$ cat config.mk
export PLATFORM = sky130hd
export DESIGN_NAME = cluster_truncate_ctrl_flat
export DESIGN_NICKNAME = d
export VERILOG_FILES = /design/src/rtl/cluster_truncate_ctrl_pkg.sv /design/src/rtl/cluster_truncate_ctrl_if.sv /design/src/rtl/cluster_truncate_ctrl_sat_counter.sv /design/src/rtl/cluster_truncate_ctrl.sv /design/src/flat_wrapper.sv
export SDC_FILE = /design/constraint.sdc
export NUM_CORES = 1
export LEC_CHECK = 0
export CAP_MARGIN = 15
export CORE_ASPECT_RATIO = 1.75
export CORE_MARGIN = 2
export CORE_UTILIZATION = 30
export DETAILED_ROUTE_END_ITERATION = 6
export HOLD_SLACK_MARGIN = 0.03
export SLEW_MARGIN = 20
export SYNTH_ARGS = -nofsm -noshare
export SYNTH_HDL_FRONTEND = slang
export SYNTH_SLANG_ARGS = --single-unit
$ cat constraint.sdc
create_clock -name clock -period 3.7 [get_ports clock]
set_input_delay 0.74 -clock clock [delete_from_list [all_inputs] [get_ports clock]]
set_output_delay 0.74 -clock clock [all_outputs]
set_load 0.02 [all_outputs]
$ cat src/rtl/cluster_truncate_ctrl_pkg.sv
// Shared definitions for the cluster truncator sequencer: state encoding,
// truncator base load latency and the default number of cluster slots.
package cluster_ctrl_pkg;

  typedef enum logic [1:0] {
    IDLE      = 2'd0,
    WAIT_LOAD = 2'd1,
    EXTRACT   = 2'd2
  } ctrl_state_e;

  // Cycles from latch_in to new data at the truncator output with zero delay.
  localparam int TRUNC_LOAD_LAT = 2;

  localparam int MXCLUSTERS_DEF = 8;

endpackage

$ cat src/rtl/cluster_truncate_ctrl_if.sv
// Truncator / priority-encoder side of the cluster sequencer.
// master: the sequencer; slave: the truncator/encoder pair.
interface cluster_truncate_ctrl_if #(
  parameter int IDX_W = 3
);
  logic             latch_in;
  logic [3:0]       latch_delay;
  logic             trunc_active;
  logic             cluster_valid;
  logic [IDX_W-1:0] cluster_index;

  modport master (
    output latch_in, latch_delay, cluster_valid, cluster_index,
    input  trunc_active
  );

  modport slave (
    input  latch_in, latch_delay, cluster_valid, cluster_index,
    output trunc_active
  );
endinterface

$ cat src/rtl/cluster_truncate_ctrl_sat_counter.sv
// Saturating event counter used for the sequencer statistics.
// Only compiled when CLUSTER_CTRL_STATS_EN is defined, since it has no
// other user.
`ifdef CLUSTER_CTRL_STATS_EN
module sat_counter #(
  parameter int WIDTH = 16
) (
  input  logic             clock,
  input  logic             rst_n,
  input  logic             inc,
  output logic [WIDTH-1:0] count
);

  // Count up on inc, sticking at all-ones.
  always_ff @(posedge clock or negedge rst_n) begin
    if (!rst_n) begin
      count <= '0;
    end else if (inc && (count != '1)) begin
      count <= count + WIDTH'(1);
    end
  end

endmodule
`endif

$ cat src/rtl/cluster_truncate_ctrl.sv
// Sequencer for the 768-bit cluster truncator and its priority encoder.
// Issues the truncator load strobe once per frame, waits out the load
// latency, then qualifies one cluster slot per clock while the truncator
// still holds set bits, flagging overflow when slots run out.
// Optional statistics counters: define CLUSTER_CTRL_STATS_EN.
module cluster_truncate_ctrl
  import cluster_ctrl_pkg::*;
#(
  parameter int MXCLUSTERS = MXCLUSTERS_DEF,
  parameter int IDX_W      = 3,
  parameter int STAT_W     = 16
) (
  input  logic                    clock,
  input  logic                    global_reset_n,
  input  logic                    frame_start,
  input  logic                    ctrl_enable,
  input  logic [3:0]              latch_delay_cfg,
  cluster_truncate_ctrl_if.master trunc_bus,
  output logic                    frame_done,
  output logic                    overflow,
  output logic                    busy,
  output logic [STAT_W-1:0]       frame_count,
  output logic [STAT_W-1:0]       overflow_count
);

  localparam logic [IDX_W:0] SLOT_MAX = (IDX_W+1)'(MXCLUSTERS);

  ctrl_state_e    state;
  logic [4:0]     wait_cnt;
  logic [IDX_W:0] slot;
  logic           latch_r;
  logic [3:0]     delay_r;

  logic           start;
  logic           in_extract;
  logic           slot_ok;
  logic [3:0]     eff_delay;

  assign start      = frame_start & ctrl_enable;
  assign in_extract = (state == EXTRACT);
  assign slot_ok    = (slot < SLOT_MAX);
  // In IDLE the shadow is about to capture the config, so a frame started
  // now must wait on that same value; otherwise the frozen shadow applies.
  assign eff_delay  = (state == IDLE) ? latch_delay_cfg : delay_r;

  // Per-cycle qualification of the truncator output while extracting.
  always_comb begin
    trunc_bus.cluster_valid = in_extract & trunc_bus.trunc_active & slot_ok;
    trunc_bus.cluster_index = '0;
    if (trunc_bus.cluster_valid) begin
      trunc_bus.cluster_index = slot[IDX_W-1:0];
    end
    frame_done = in_extract & (start | ~trunc_bus.trunc_active | ~slot_ok);
    overflow   = in_extract & trunc_bus.trunc_active & (start | ~slot_ok);
  end

  assign busy                  = (state != IDLE);
  assign trunc_bus.latch_in    = latch_r;
  assign trunc_bus.latch_delay = delay_r;

  // Frame sequencer: IDLE -> WAIT_LOAD -> EXTRACT, restartable by frame_start.
  always_ff @(posedge clock or negedge global_reset_n) begin
    if (!global_reset_n) begin
      state    <= IDLE;
      wait_cnt <= '0;
      slot     <= '0;
      latch_r  <= 1'b0;
      delay_r  <= '0;
    end else begin
      latch_r <= start;
      if (state == IDLE) begin
        delay_r <= latch_delay_cfg;
      end
      if (start) begin
        state    <= WAIT_LOAD;
        wait_cnt <= {1'b0, eff_delay} + 5'(TRUNC_LOAD_LAT);
        slot     <= '0;
      end else begin
        case (state)
          IDLE: ;
          WAIT_LOAD: begin
            if (wait_cnt == 5'd1) begin
              state <= EXTRACT;
              slot  <= '0;
            end else begin
              wait_cnt <= wait_cnt - 5'd1;
            end
          end
          EXTRACT: begin
            if (!trunc_bus.trunc_active || !slot_ok) begin
              state <= IDLE;
            end else begin
              slot <= slot + (IDX_W+1)'(1);
            end
          end
          default: state <= IDLE;
        endcase
      end
    end
  end

`ifdef CLUSTER_CTRL_STATS_EN
  sat_counter #(.WIDTH(STAT_W)) u_frame_cnt (
    .clock (clock),
    .rst_n (global_reset_n),
    .inc   (frame_done),
    .count (frame_count)
  );

  sat_counter #(.WIDTH(STAT_W)) u_ovf_cnt (
    .clock (clock),
    .rst_n (global_reset_n),
    .inc   (overflow),
    .count (overflow_count)
  );
`else
  assign frame_count    = '0;
  assign overflow_count = '0;
`endif

endmodule

$ cat src/flat_wrapper.sv
// flat-port wrapper written by rule: the top's interface ports become plain ports
module cluster_truncate_ctrl_flat import cluster_ctrl_pkg::*;
#(
  parameter int MXCLUSTERS = MXCLUSTERS_DEF,
  parameter int IDX_W      = 3,
  parameter int STAT_W     = 16
)
  (clock, global_reset_n, frame_start, ctrl_enable, latch_delay_cfg, frame_done, overflow, busy, frame_count, overflow_count, trunc_bus_latch_in, trunc_bus_latch_delay, trunc_bus_cluster_valid, trunc_bus_cluster_index, trunc_bus_trunc_active);
  cluster_truncate_ctrl_if #(.IDX_W(IDX_W)) trunc_bus_i ();
  input  logic clock;
  input  logic global_reset_n;
  input  logic frame_start;
  input  logic ctrl_enable;
  input  logic [3:0] latch_delay_cfg;
  output logic frame_done;
  output logic overflow;
  output logic busy;
  output logic [STAT_W-1:0] frame_count;
  output logic [STAT_W-1:0] overflow_count;
  output wire logic [$bits(trunc_bus_i.latch_in)-1:0] trunc_bus_latch_in;
  output wire logic [$bits(trunc_bus_i.latch_delay)-1:0] trunc_bus_latch_delay;
  output wire logic [$bits(trunc_bus_i.cluster_valid)-1:0] trunc_bus_cluster_valid;
  output wire logic [$bits(trunc_bus_i.cluster_index)-1:0] trunc_bus_cluster_index;
  input wire logic [$bits(trunc_bus_i.trunc_active)-1:0] trunc_bus_trunc_active;
  assign trunc_bus_latch_in = trunc_bus_i.latch_in;
  assign trunc_bus_latch_delay = trunc_bus_i.latch_delay;
  assign trunc_bus_cluster_valid = trunc_bus_i.cluster_valid;
  assign trunc_bus_cluster_index = trunc_bus_i.cluster_index;
  assign trunc_bus_i.trunc_active = trunc_bus_trunc_active;
  cluster_truncate_ctrl #(.MXCLUSTERS(MXCLUSTERS), .IDX_W(IDX_W), .STAT_W(STAT_W)) u_core (.clock(clock), .global_reset_n(global_reset_n), .frame_start(frame_start), .ctrl_enable(ctrl_enable), .latch_delay_cfg(latch_delay_cfg), .trunc_bus(trunc_bus_i), .frame_done(frame_done), .overflow(overflow), .busy(busy), .frame_count(frame_count), .overflow_count(overflow_count));
endmodule
# Word level (Yosys, flattened, before mapping)

Index checks and enable logic that the tools add are counted.
W data, S select, Z words.

Bits of input ports: 9
Register bits after elaboration: 16

Equality and inequality tests: 8
Reductions and logical operators: 10
Multiplexer cells: 13
$add $sub $neg: 3
$lt $le $gt $ge: 1
Bitwise logic cells: 10

Operators with widths:

| cell                  | count |
|---|---|
| $mux W4               | 4 |
| $mux W5               | 3 |
| $pmux W4 S2           | 1 |
| $mux W2               | 3 |
| $ne A3 B2 Y1 const B  | 2 |
| $pmux W2 S3           | 1 |
| $reduce_and A3 Y1     | 2 |
| $add A4 B2 Y5 const B | 1 |
| $and A1 B1 Y1         | 5 |
| $eq A5 B1 Y1 const B  | 1 |
| $sub A5 B1 Y5 const B | 1 |
| $add A4 B1 Y4 const B | 1 |
| $lt A4 B4 Y1 const B  | 1 |
| $ne A2 B1 Y1 const B  | 2 |
| $reduce_bool A2 Y1    | 2 |
| $mux W3               | 1 |
| $ne A3 B1 Y1 const B  | 1 |
| $or A1 B1 Y1          | 3 |
| $reduce_bool A3 Y1    | 1 |
| $eq A2 B1 Y1 const B  | 1 |
| $eq A2 B2 Y1 const B  | 1 |
| $logic_not A1 Y1      | 2 |
| $logic_not A2 Y1      | 1 |
| $not A1 Y1            | 2 |
| 2 further kinds       | 2 |

# Depth between registers and ports, before layout

Depth in word-level cells: 6
Mapped depth: 8

# Worst setup path after synthesis

No wires, ideal clock.

Kind: input port to output port
Start: in frame_start
End: out frame_done
Slack: 1.384 ns
Arrival time: 1.576 ns
Required time: 2.960 ns
Stages: 3
Cell sequence: nand2_1 -> clkbuf_1 -> a21boi_0

Longest elaborated chain between the ends: 4

Ends and longest elaborated chain:

| element                   | line                        | source |
|---|---|---|
| from (decl)               | flat_wrapper.sv:12          | `input logic frame_start;` |
| $and A1 B1 Y1             | cluster_truncate_ctrl.sv:39 | `assign start = frame_start & ctrl_enable;` |
| $or A1 B1 Y1 (2 in a row) | cluster_truncate_ctrl.sv:53 | `frame_done = in_extract & (start \| ~trunc_bus.trunc_active \| ~slot_ok);` |
| $and A1 B1 Y1             | cluster_truncate_ctrl.sv:53 |  |
| to (decl)                 | flat_wrapper.sv:15          | `output logic frame_done;` |

Every way passes these cells.

# Final worst setup path

Start: in trunc_bus_trunc_active
End: out trunc_bus_cluster_index[1]

Longest elaborated chain between the ends: 3

Ends and longest elaborated chain:

| element                    | line                        | source |
|---|---|---|
| from (decl)                | flat_wrapper.sv:24          | `input wire logic [$bits(trunc_bus_i.trunc_active)-1:0] trunc_bus_trunc_active;` |
| $and A1 B1 Y1 (2 in a row) | cluster_truncate_ctrl.sv:48 | `trunc_bus.cluster_valid = in_extract & trunc_bus.trunc_active & slot_ok;` |
| $mux W3                    | cluster_truncate_ctrl.sv:50 | `if (trunc_bus.cluster_valid) begin` |
| to (decl)                  | flat_wrapper.sv:23          | `output wire logic [$bits(trunc_bus_i.cluster_index)-1:0] trunc_bus_cluster_index;` |

Every way passes these cells.

==> metrics.cfg <==
[run_status]
status = completed

[synth]
yosys_most_used_dff = dfrtp_1
syn_avg_cell_area_um2 = 9.325
yosysSeqAreaShare_pct = 33.54
ys_warn_count = 0
synth.top_cells.by_area = dfrtp_1 34%, buf_4 20%, ha_1 7.3%
synthDistinctLibCells = 36
netlist_instances = 128
async_reset_ff_share_pct = 100.0
synth_area_mm2 = 0.001194
synth_seq_cells = 16
synth_top_cell_by_area = dfrtp_1
synth-edff-count = 0
netlist.area_leader.share_pct = 33.54

[routing]
vias = 888
wl_per_cell_um = 11.24
first_pass_iters = 4
drtIter0Drc = 13
drcViolationCount = 0
ant_nets = 0
avgViaCountPerCell = 4.531
wl_mm = 2.204

[place]
dp.cells = 192
gp_congestion = 0.8481
hpwl_mm = 1.743
io_buffer_count = 20
place_ws_ps = 565.4

[timing]
hold_violations = 0
fin_worst_skew_ps = 5.510
setup_ws_ps = 586.1
finalSetupViolations = 0
relSlewSlack_pct = 50.87
worst_pin_slew_ps = 734.7
slew_violations = 0
rsz0062_at_grt = no
period_minus_slack_ps = 3114
final.period_utilization_pct = 84.16
fmax_mhz = 321.1
fin_setup_tns_ps = 0

[grt]
overflow = 0
grt_max_degree = 17
antenna_found_initial = 0
grt_pass1_vias = 848
grt_pass1_wl_mm = 3.498
grtUsageTotal_pct = 10.23

[cells_and_area]
drive_above_1_share_pct = 8.784
layout_commonest_cell = conb_1
syn2layout_area_growth_pct = 14.78
layout_common_cells = 32 x conb_1, 20 x clkdlybuf4s50_1, 16 x dfrtp_1
insertedDiodeCount = 0
nNetsFinal = 165
layout.cells.non_filler = 196

[critical_path]
rr_endpoint = u_core.slot[3]
timing.rr.start = u_core.wait_cnt[1]
crit_path_end = trunc_bus_cluster_index[1]
r2r_setup_slack_ps = 1670
arrival_ps = 2370
slowest_delay_ps = 600
critPathRequiredTime_ps = 2960
startpoint = trunc_bus_trunc_active
rr_worst_depth = 6
worstPathMaxFanout = 6
endpoint_kind = output port
cpMostUsedCell = clkdlybuf4s50_1
startpoint_type = primary input
path_class = in -> out
path_cells = clkdlybuf4s50_1, nor2b_1, and3_1, clkdlybuf4s50_1
slowest_stage = clkdlybuf4s50_1

[clocking]
cts_buffers = 3
clock-root-buffer = clkbuf_8
post-cts-setup-buffers = 0
cts.repair.resized = 0
cts_tree = yes
clk_latency_ps = 250
cts.sinks = 16
postCtsHoldBufs = 0
clk_pin_slew_worst_paths_ps = 60
h-tree-depth = 1
cts_buffer_depth = 2

[floorplan]
initial_core_util_pct = 30.87
die_y_um = 87.45
coreArea_mm2 = 0.003866
dieArea_mm2 = 0.004519
num_io_pins = 53
fp-row-count = 30
die_x_um = 51.68

[hold_path]
hold_path.class = reg -> reg

[pwr]
p_per_area_mw_per_mm2 = 694.9
leakage_nw = 0.6583
ir_worst_vdd_mv = 0.3011
power_mw = 0.9520

[flow_run]
cap_violations = 0

## worst min path at each step
stage | slack, ps | end | cells after the start | start
2_1_floorplan | 440 | u_core.slot[0] | 0 | global_reset_n
3_3_place_gp | 510 | u_core.trunc_bus.latch_delay[0] | 1 | u_core.trunc_bus.latch_delay[0]
3_5_place_dp | 520 | u_core.trunc_bus.latch_delay[0] | 1 | u_core.trunc_bus.latch_delay[0]
4_1_cts | 530 | u_core.trunc_bus.latch_delay[0] | 1 | u_core.trunc_bus.latch_delay[0]
5_1_grt | 580 | u_core.trunc_bus.latch_delay[0] | 1 | u_core.trunc_bus.latch_delay[0]
6_report | 530 | u_core.trunc_bus.latch_delay[0] | 1 | u_core.trunc_bus.latch_delay[0]
## sequential cells by signal, indices dropped and copies added, names as in the netlist
| register | cells |
|---|---|
| u_core.trunc_bus.latch_delay | 4 |
| u_core.state | 2 |
| u_core.slot | 4 |
| u_core.trunc_bus.latch_in | 1 |
| u_core.wait_cnt | 5 |
## final cells by class
class / instances / area [µm²]
Multi-Input combinational cell: 101 / 624.3
Timing Repair Buffer: 21 / 207.7
Inverter: 6 / 22.52
Tap cell: 48 / 60.06
Clock buffer: 4 / 55.05
Sequential cell: 16 / 400.4
Fill cell: 415 / 2496
## where the power goes
| part | internal [mW] | switching [mW] | total, mW |
|---|---|---|---|
| logic | 0.225 | 0.277 | 0.502 |
| clock network | 0.0944 | 0.0627 | 0.157 |
| registers | 0.240 | 0.0530 | 0.293 |
| total | 0.559 | 0.393 | 0.952 |
## through the flow
step           hold slack, ps  cell area (µm²)  utilization [%]
2_1_floorplan           444.4             1310                -
3_3_place_gp            508.7             1315            34.01
3_5_place_dp            517.2             1315            34.01
4_1_cts                 531.8             1370            35.44
5_1_grt                 576.7             1370            35.44
6_report                525.1             1370            35.44
## synth_stat cells, types with 2 or more instances
master / number
nor3_1: 2
mux2_2: 4
mux2i_1: 2
ha_1: 7
a21oi_1: 3
buf_4: 32
o211ai_1: 3
nand3b_1: 2
inv_1: 5
xor2_1: 3
nor2_1: 4
o21ai_0: 5
nor2b_1: 2
nand2_1: 7
dfrtp_1: 16
clkbuf_1: 3
and3_1: 4
nand3_1: 6
## layer usage
layer | routed length, µm | GRT usage (%)
met1 | 824 | 10.46
met2 | 1187 | 18.65
met3 | 142 | 1.718
met4 | 50 | 6.220
met5 | 0 | 0
## kinds of logic (layout without fill, tap and decap cells)
group	count (synthesis)	after routing	synth area share, %
buf+inv	42	31	23.90
simple gates	35	35	16.77
compound gates	17	17	9.748
flops	16	16	33.54
fa+ha+maj	7	7	7.337
mux	6	6	5.451
xor+xnor	4	4	2.936
other cells	1	32	0.3142
## critical path, delay by kind of cell
family	cells	cell delay, ps
AND/OR/NAND/NOR	2	550
buffers and inverters	2	1090
Note: power is estimated with default switching activity, not from simulation.
